File: src/rtl/serial_magnitude_comparator.sv
// serial_magnitude_comparator
//
// Multi-cycle unsigned magnitude comparator. The operands are captured on an
// accepted start and examined two bits per cycle, most significant pair
// first. The first unequal pair decides the result. If every pair matches,
// the operands are equal. Wide words reuse a single 2-bit compare per cycle
// instead of needing a flat WIDTH-bit comparator.
//
// Parameters
//   WIDTH        operand width in bits (even, >= 2); P = WIDTH/2 pairs
//
// Ports
//   clk          in   rising-edge clock
//   rst_n        in   asynchronous active-low reset
//   start        in   request a comparison (sampled only while idle)
//   a, b         in   WIDTH-bit unsigned operands, captured on accept
//   busy         out  comparison in progress
//   done         out  one-cycle pulse, result flags valid
//   a_less_b     out  result flag A < B
//   a_equal_b    out  result flag A = B
//   a_greater_b  out  result flag A > B
//
// The result flags are one-hot after done. They hold until the next
// accepted start clears them.

module serial_magnitude_comparator #(
    parameter int WIDTH = 8
) (
    input  logic             clk,
    input  logic             rst_n,
    input  logic             start,
    input  logic [WIDTH-1:0] a,
    input  logic [WIDTH-1:0] b,
    output logic             busy,
    output logic             done,
    output logic             a_less_b,
    output logic             a_equal_b,
    output logic             a_greater_b
);

    localparam int P     = WIDTH / 2;
    localparam int CNT_W = $clog2(P) + 1;

    typedef enum logic {
        IDLE    = 1'b0,
        COMPARE = 1'b1
    } state_t;

    state_t             state_q, state_d;
    logic [WIDTH-1:0]   a_sh_q, a_sh_d;
    logic [WIDTH-1:0]   b_sh_q, b_sh_d;
    logic [CNT_W-1:0]   cnt_q, cnt_d;
    logic               busy_q, busy_d;
    logic               done_q, done_d;
    logic               lt_q, lt_d;
    logic               eq_q, eq_d;
    logic               gt_q, gt_d;

    // The pair currently under test always sits at the top of the shift
    // registers.
    logic [1:0] a_hi;
    logic [1:0] b_hi;

    assign a_hi = a_sh_q[WIDTH-1 -: 2];
    assign b_hi = b_sh_q[WIDTH-1 -: 2];

    always_ff @(posedge clk or negedge rst_n) begin
        if (!rst_n) begin
            state_q <= IDLE;
            a_sh_q  <= '0;
            b_sh_q  <= '0;
            cnt_q   <= '0;
            busy_q  <= 1'b0;
            done_q  <= 1'b0;
            lt_q    <= 1'b0;
            eq_q    <= 1'b0;
            gt_q    <= 1'b0;
        end else begin
            state_q <= state_d;
            a_sh_q  <= a_sh_d;
            b_sh_q  <= b_sh_d;
            cnt_q   <= cnt_d;
            busy_q  <= busy_d;
            done_q  <= done_d;
            lt_q    <= lt_d;
            eq_q    <= eq_d;
            gt_q    <= gt_d;
        end
    end

    always_comb begin
        state_d = state_q;
        a_sh_d  = a_sh_q;
        b_sh_d  = b_sh_q;
        cnt_d   = cnt_q;
        busy_d  = busy_q;
        done_d  = 1'b0;
        lt_d    = lt_q;
        eq_d    = eq_q;
        gt_d    = gt_q;

        case (state_q)
            IDLE: begin
                // An accept is possible in the done cycle too, which gives
                // back-to-back comparisons with no idle gap.
                if (start) begin
                    a_sh_d  = a;
                    b_sh_d  = b;
                    cnt_d   = CNT_W'(P);
                    lt_d    = 1'b0;
                    eq_d    = 1'b0;
                    gt_d    = 1'b0;
                    busy_d  = 1'b1;
                    state_d = COMPARE;
                end
            end

            COMPARE: begin
                if (a_hi > b_hi) begin
                    gt_d    = 1'b1;
                    done_d  = 1'b1;
                    busy_d  = 1'b0;
                    state_d = IDLE;
                end else if (a_hi < b_hi) begin
                    lt_d    = 1'b1;
                    done_d  = 1'b1;
                    busy_d  = 1'b0;
                    state_d = IDLE;
                end else if (cnt_q == CNT_W'(1)) begin
                    // Last pair matched, so the whole word is equal.
                    eq_d    = 1'b1;
                    done_d  = 1'b1;
                    busy_d  = 1'b0;
                    state_d = IDLE;
                end else begin
                    a_sh_d  = a_sh_q << 2;
                    b_sh_d  = b_sh_q << 2;
                    cnt_d   = cnt_q - CNT_W'(1);
                end
            end

            default: begin
                state_d = IDLE;
                busy_d  = 1'b0;
            end
        endcase
    end

    assign busy        = busy_q;
    assign done        = done_q;
    assign a_less_b    = lt_q;
    assign a_equal_b   = eq_q;
    assign a_greater_b = gt_q;

endmodule

File: config.mk
export PLATFORM = sky130hd
export DESIGN_NAME = serial_magnitude_comparator
export DESIGN_NICKNAME = d
export VERILOG_FILES = /design/src/rtl/serial_magnitude_comparator.sv
export SDC_FILE = /design/constraint.sdc
export NUM_CORES = 1
export LEC_CHECK = 0
export CORE_ASPECT_RATIO = 1.4
export CORE_MARGIN = 2
export CORE_UTILIZATION = 45
export CTS_CLUSTER_SIZE = 30
export DETAILED_ROUTE_END_ITERATION = 10
export GPL_TIMING_DRIVEN = 0
export HOLD_SLACK_MARGIN = 0.06
export PLACE_DENSITY = 0.71
export SLEW_MARGIN = 10
export SYNTH_ARGS = -nofsm -noshare
export SYNTH_HDL_FRONTEND = slang
export SYNTH_SLANG_ARGS = --single-unit
File: constraint.sdc
create_clock -name clk -period 1.6 [get_ports clk]
set_input_delay 0.24 -clock clk [delete_from_list [all_inputs] [get_ports clk]]
set_output_delay 0.24 -clock clk [all_outputs]
set_load 0.05 [all_outputs]
==> metrics.md <==
| Metric | Value |
|---|---|
| Die H | `between 70 and 80 um` |
| Top cell type's share of synthesized area | `just under 40%` |
| Post-synthesis compound-gate area fraction | `29.2%` |
| Critical path arrival | `1710 ps` |
| #FFs+latches synth | `25` |
| CP Launch Type | `flop` |
| Largest net degree at the start of global routing | `26` |
| Global-route wire length before repair | `slightly above 6000 um` |
| Final hold slack | `486 ps` |
| Layout area overhead | `27.3%` |
| Largest cells by area after synthesis | `dfrtp_1 (40%), mux2i_1 (10%), o31ai_1 (6.2%)` |
| Peak Freq | `about 640 MHz` |
| Vias in the first global route | `roughly 1200` |
| Crit Path Category | `reg2reg` |
| Top Metal Used | `met4` |
| Grt total ovfl | `0` |
| CTS sink cnt | `25` |
| Mux contribution to synthesized area | `10.1%` |
| Met3 Wirelength | `133 um` |
| Crit path max-delay family | `flip-flops` |
| TritonCTS Buffers | `3` |
| 1st-iter DRT viols | `33` |
| FILL cells | `304` |
| Worst slew margin relative to its limit | `61.2%` |
| Sequential-to-total area share from yosys stat | `between 30 and 40%` |
| Netlist Area Pre-Place | `1580 um^2` |
| Final core utilization | `between 50% and 60%` |
| Final ANT Viol Nets | `0` |
| Hold Crit Class | `in2async` |
| Clock transition at path regs | `about 90 ps` |
| Met2 routed WL | `1910 um` |
| Post-synth EDFFs | `0` |
| Antenna violations before repair | `0` |
| Max Slew Vio Count | `0` |
| Max incr delay on CP | `between 400 and 500 ps` |
| Yosys top cell by area | `dfrtp_1` |
| Post-Synth Simple-Gate Area | `about 9.9%` |
| Mean post-synth cell area | `around 11 um^2` |
| Max cap viols | `0` |
| Total wire length | `between 3000 and 4000 um` |
| Synth cell types | `39` |
| Final Hold Vio Count | `0` |
| Met1 wire length | `1700 um` |
| CTS tree | `built` |
| Yosys Warn Count | `0` |
| Worst skew pair latency | `approximately 280 ps` |
| Via density | `about 6` |
| Slowest-stage cell, CP | `dfrtp_1` |
| DRC violations left | `0` |
| H-tree level count | `1` |
| Clk buf depth | `2` |
| Net count after synthesis | `between 150 and 200` |
| Pwr Density | `around 2200 nW/um^2` |
| Mapped Cells | `140` |
| Drt first pass iters | `4` |
| Gr usage total | `20.6%` |
| Outcome | `complete, no violations` |
| Antenna cells | `0` |
| Min Tclk post-route | `1550 ps` |
| Worst slew pin tran | `~580 ps` |
| Port bufs | `23` |
| GP Congestion | `0.828` |
| Fraction of layout cells with a size suffix above 1 | `30.6%` |
| Wire per inst | `roughly 18 um` |
| # setup viols final | `0` |
| CP max FO | `10` |
| Crit. End Element | `flop` |
| Die width | `about 54 um` |
| Synth Area in XOR/XNOR | `0%` |
| Final Cycle Share | `97.0%` |
| Largest family of logic cells by synthesized area | `compound AO/OA/AOI/OAI gates` |
| Root Buffer | `clkbuf_8` |
| CP cell instances | `inv_1 > ha_4 > and2b_4 > clkbuf_4 > o31ai_1 > a22oi_2` |
| RSZ-0062 raised after global routing | `yes` |
| Setup Skew | `5.28 ps` |
| I/O pin cnt | `24` |
| Adder-Cell Fraction of Synth Area | `3.16%` |
| Row count | `25` |
| Hpwl dp | `2610 um` |
| Leakage power | `0.811 nW` |
| DIE AREA | `4010 um^2` |
| Max VDD drop | `1160 uV` |
| Worst EP required | `approximately 1800 ps` |
| Core Region | `~3400 um^2` |
| Asr flop ratio synth | `between 90% and 100%` |
| Fin nets | `194` |
| Buffers & Inverters on Critical Path | `2` |
| Initial Util | `46.9%` |
| Main synth FF type | `dfrtp_1` |
| DR vias | `1262` |
==> routing by layer <==
layer,vias to the layer above,GRT usage [%]
li1,607,-
met1,623,26.2
met2,27,35.7
met3,5,2.21
met4,0,6.94
met5,-,0
==> where the power goes <==
part / switching [mW] / leakage [nW] / internal (mW)
logic: 1.58 / 0.490 / 1.23
registers: 0.265 / 0.296 / 0.933
clock network: 0.217 / 0.0255 / 0.175
==> cell type report <==
class | instances | area [um^2] | area share, %
Multi-Input combinational cell | 94 | 910 | 45.2
Sequential cell | 25 | 627 | 31.1
Timing Repair Buffer | 26 | 244 | 12.1
Buffer | 13 | 108 | 5.34
Tap cell | 40 | 50.0 | 2.48
Clock buffer | 3 | 41.3 | 2.05
Inverter | 8 | 30.0 | 1.49
Clock inverter | 1 | 5.00 | 0.248
==> cells in the final DEF (no fill, tap or decap), drive strengths merged, types with 4 or more instances in the layout <==
cell           count
clkbuf             5
o22ai              4
a22oi             11
dlygate4sd2        5
o31ai             13
dfrtp             25
nor2               4
nand2              5
inv                8
a41oi             11
buf               14
mux2i             16
clkdlybuf4s50     17
ha                 4
==> synthesized netlist by cell type (all sizes together), types with 2 or more instances <==
cell,number
a41oi,11
mux2i,16
nor2,4
nand2,5
inv,8
buf,12
nor2b,2
nand2b,3
dfrtp,25
nand4,3
o31ai,13
ha,4
a22oi,11
o22ai,4
a21oi,3
==> stage by stage <==
| stage | setup TNS (ps) | setup WS [ps] | std cells | cell area [um^2] | total power, mW |
|---|---|---|---|---|---|
| after floorplan | 0 | 63.0 | 140 | 1580 | 3.09 |
| after global placement | -1130 | -43.9 | 203 | 1860 | 3.62 |
| after detailed placement | -2470 | -88.0 | 203 | 1860 | 3.70 |
| after CTS | 0 | 2.07 | 209 | 1960 | 4.21 |
| after global routing | -28.7 | -17.9 | 210 | 2010 | 4.71 |
| final | 0 | 47.9 | 210 | 2010 | 4.40 |
==> logic make-up after synthesis <==
family,Yosys count
buffers and inverters,21
DFF,25
and+or+nand+nor,24
adders and majority gates,4
AOI/OAI and AO/OA,50
muxes,16
==> worst paths after layout <==
path,slack (ps),depth (start not counted),start,end
hold / removal,490,2,rst_n,a_sh_q[7]
setup / recovery,50,6,b_sh_q[7],b_sh_q[4]
setup reg to reg,50,6,b_sh_q[7],b_sh_q[4]
max in group asynchronous,690,2,rst_n,b_sh_q[6]
hold reg to reg,510,1,cnt_q[0],cnt_q[0]
min in group clk,510,1,cnt_q[0],cnt_q[0]
==> flip-flops by register name (all words and copies together), names as in the netlist <==
signal	flops
b_sh_q	8
a_less_b	1
busy	1
done	1
state_q	1
cnt_q	3
a_equal_b	1
a_greater_b	1
a_sh_q	8
==> timing repair <==
action | 4_1_cts | 5_1_grt
endpoints found under the setup margin | 13 | 9
gates resized for setup | 9 | 13
setup buffers | 2 | 0
hold buffers | 0 | 1
pin swaps | 0 | 1
endpoints found under the hold margin | 0 | 25
Power figures use the tool's default switching activity.
==> edit, RTL diff (same settings) <==
Register the inputs `start`, `a` and `b` before use, with the module's reset. The logic sees them one clock later. Comments in the files are not updated.
--- a/src/rtl/serial_magnitude_comparator.sv
+++ b/src/rtl/serial_magnitude_comparator.sv
@@ -45,6 +45,22 @@
         IDLE    = 1'b0,
         COMPARE = 1'b1
     } state_t;
+
+    logic start_q;
+    logic [WIDTH-1:0] a_q;
+    logic [WIDTH-1:0] b_q;
+
+    always_ff @(posedge clk or negedge rst_n) begin
+        if (!rst_n) begin
+            start_q <= '0;
+            a_q     <= '0;
+            b_q     <= '0;
+        end else begin
+            start_q <= start;
+            a_q     <= a;
+            b_q     <= b;
+        end
+    end
 
     state_t             state_q, state_d;
     logic [WIDTH-1:0]   a_sh_q, a_sh_d;
@@ -103,9 +119,9 @@
             IDLE: begin
                 // An accept is possible in the done cycle too, which gives
                 // back-to-back comparisons with no idle gap.
-                if (start) begin
-                    a_sh_d  = a;
-                    b_sh_d  = b;
+                if (start_q) begin
+                    a_sh_d  = a_q;
+                    b_sh_d  = b_q;
                     cnt_d   = CNT_W'(P);
                     lt_d    = 1'b0;
                     eq_d    = 1'b0;
Function: changed (Yosys sat finds a counterexample within 4 cycles, from zero or initial values and one cycle with rst_n low).
==> edit against the unedited design <==
Die area grew 24%; area after synthesis grew 25%; design area grew 30%; sequential cell count grew 17; critical path type unchanged; total power grew 26%; utilization grew 2.0 points; final cell count grew 20%; highest routed layer unchanged; fmax shrank 2.5%; setup slack lost 40 ps; wire length grew 13%.
==> edit: results (changes against the unedited design) <==
Run status: finished, final reports clean (unchanged)
GR Util met2: 0.320 (was 0.357)
Crit path largest cell delay: 450 ps (was 410 ps)
TritonCTS buffer count: 5 (was 3)
Crit path max fanout: 7 (was 10)
Nets: 215 (was 194)
Hold_buf cts: 1 (was 0)
Number of synthesized register bits: 42 (was 25)
Clk_lat worst skew: 300 ps (was 280 ps)
Top cells by area in the synthesized netlist: dfrtp_1 53%, mux2i_1 8.1%, o31ai_1 4.9% (was dfrtp_1 40%, mux2i_1 10%, o31ai_1 6.2%)
Most frequent cells after synthesis: 42 x dfrtp_1, 16 x mux2i_1, 13 x o31ai_1 (was 25 x dfrtp_1, 16 x mux2i_1, 13 x o31ai_1)
Vias after detailed routing: 1458 (was 1262)
Synthesized area per cell: 12.6 um2 (was 11.3 um2)
Post-CTS setup buffers: 1 (was 2)
CTS resizes: 8 (was 9)
Post-Route WL: 4290 um (was 3790 um)
GRT Total Usage: 0.191 (was 0.206)
Post-synthesis mux area share: 0.0808 (was 0.101)
Setup Skew: 2.85 ps (was 5.28 ps)
Post-synthesis adder-cell area fraction: 0.0253 (was 0.0316)
Grt met3 use: 0.0389 (was 0.0221)
Synth Area in Compound Gates: 0.210 (was 0.292)
Pleak: 1.07 nW (was 0.811 nW)
Largest net degree at the start of global routing: 36 (was 26)
Reg-to-Reg End: a_sh_q[2]$_DFFE_PN0P_ (was b_sh_q[4]$_DFFE_PN0P_)
Placed cell count: 241 (was 203)
WHS: 320 ps (was 486 ps)
[edit: cell count changes after synthesis, sizes merged]
cell,change
buf,-1
nand2b,-1
or2b,+1
clkbuf,+1
dfrtp,+17
[edit: final cells by class]
cell class,instances,area (um2)
multi-input cells,94,927
plain buffers,13,119
fillers,317,1630
clock buffers,5,68.8
inverters,8,30.0
clock inverters,3,68.8
repair buffers,28,272
well taps,60,75.1
flip-flops and latches,42,1050
[edit: cell families after synthesis]
kind of cell / count (synthesis)
compound gates: 50
flops: 42
simple gates: 24
buf+inv: 21
mux: 16
fa+ha+maj: 4
[edit: power groups by stage]
stage,sequential [mW],clock (mW),combinational (mW)
floorplan,1.72,0,1.72
global placement,1.61,0,2.39
detailed placement,1.62,0,2.46
CTS,1.61,1.01,2.52
global route,1.69,1.07,3.10
finish,1.66,0.999,2.88
[edit: layer usage]
metal | vias up | share of wire
li1 | 666 | -
met1 | 727 | 0.40
met2 | 50 | 0.53
met3 | 15 | 0.043
met4 | 0 | 0.027
met5 | - | 0
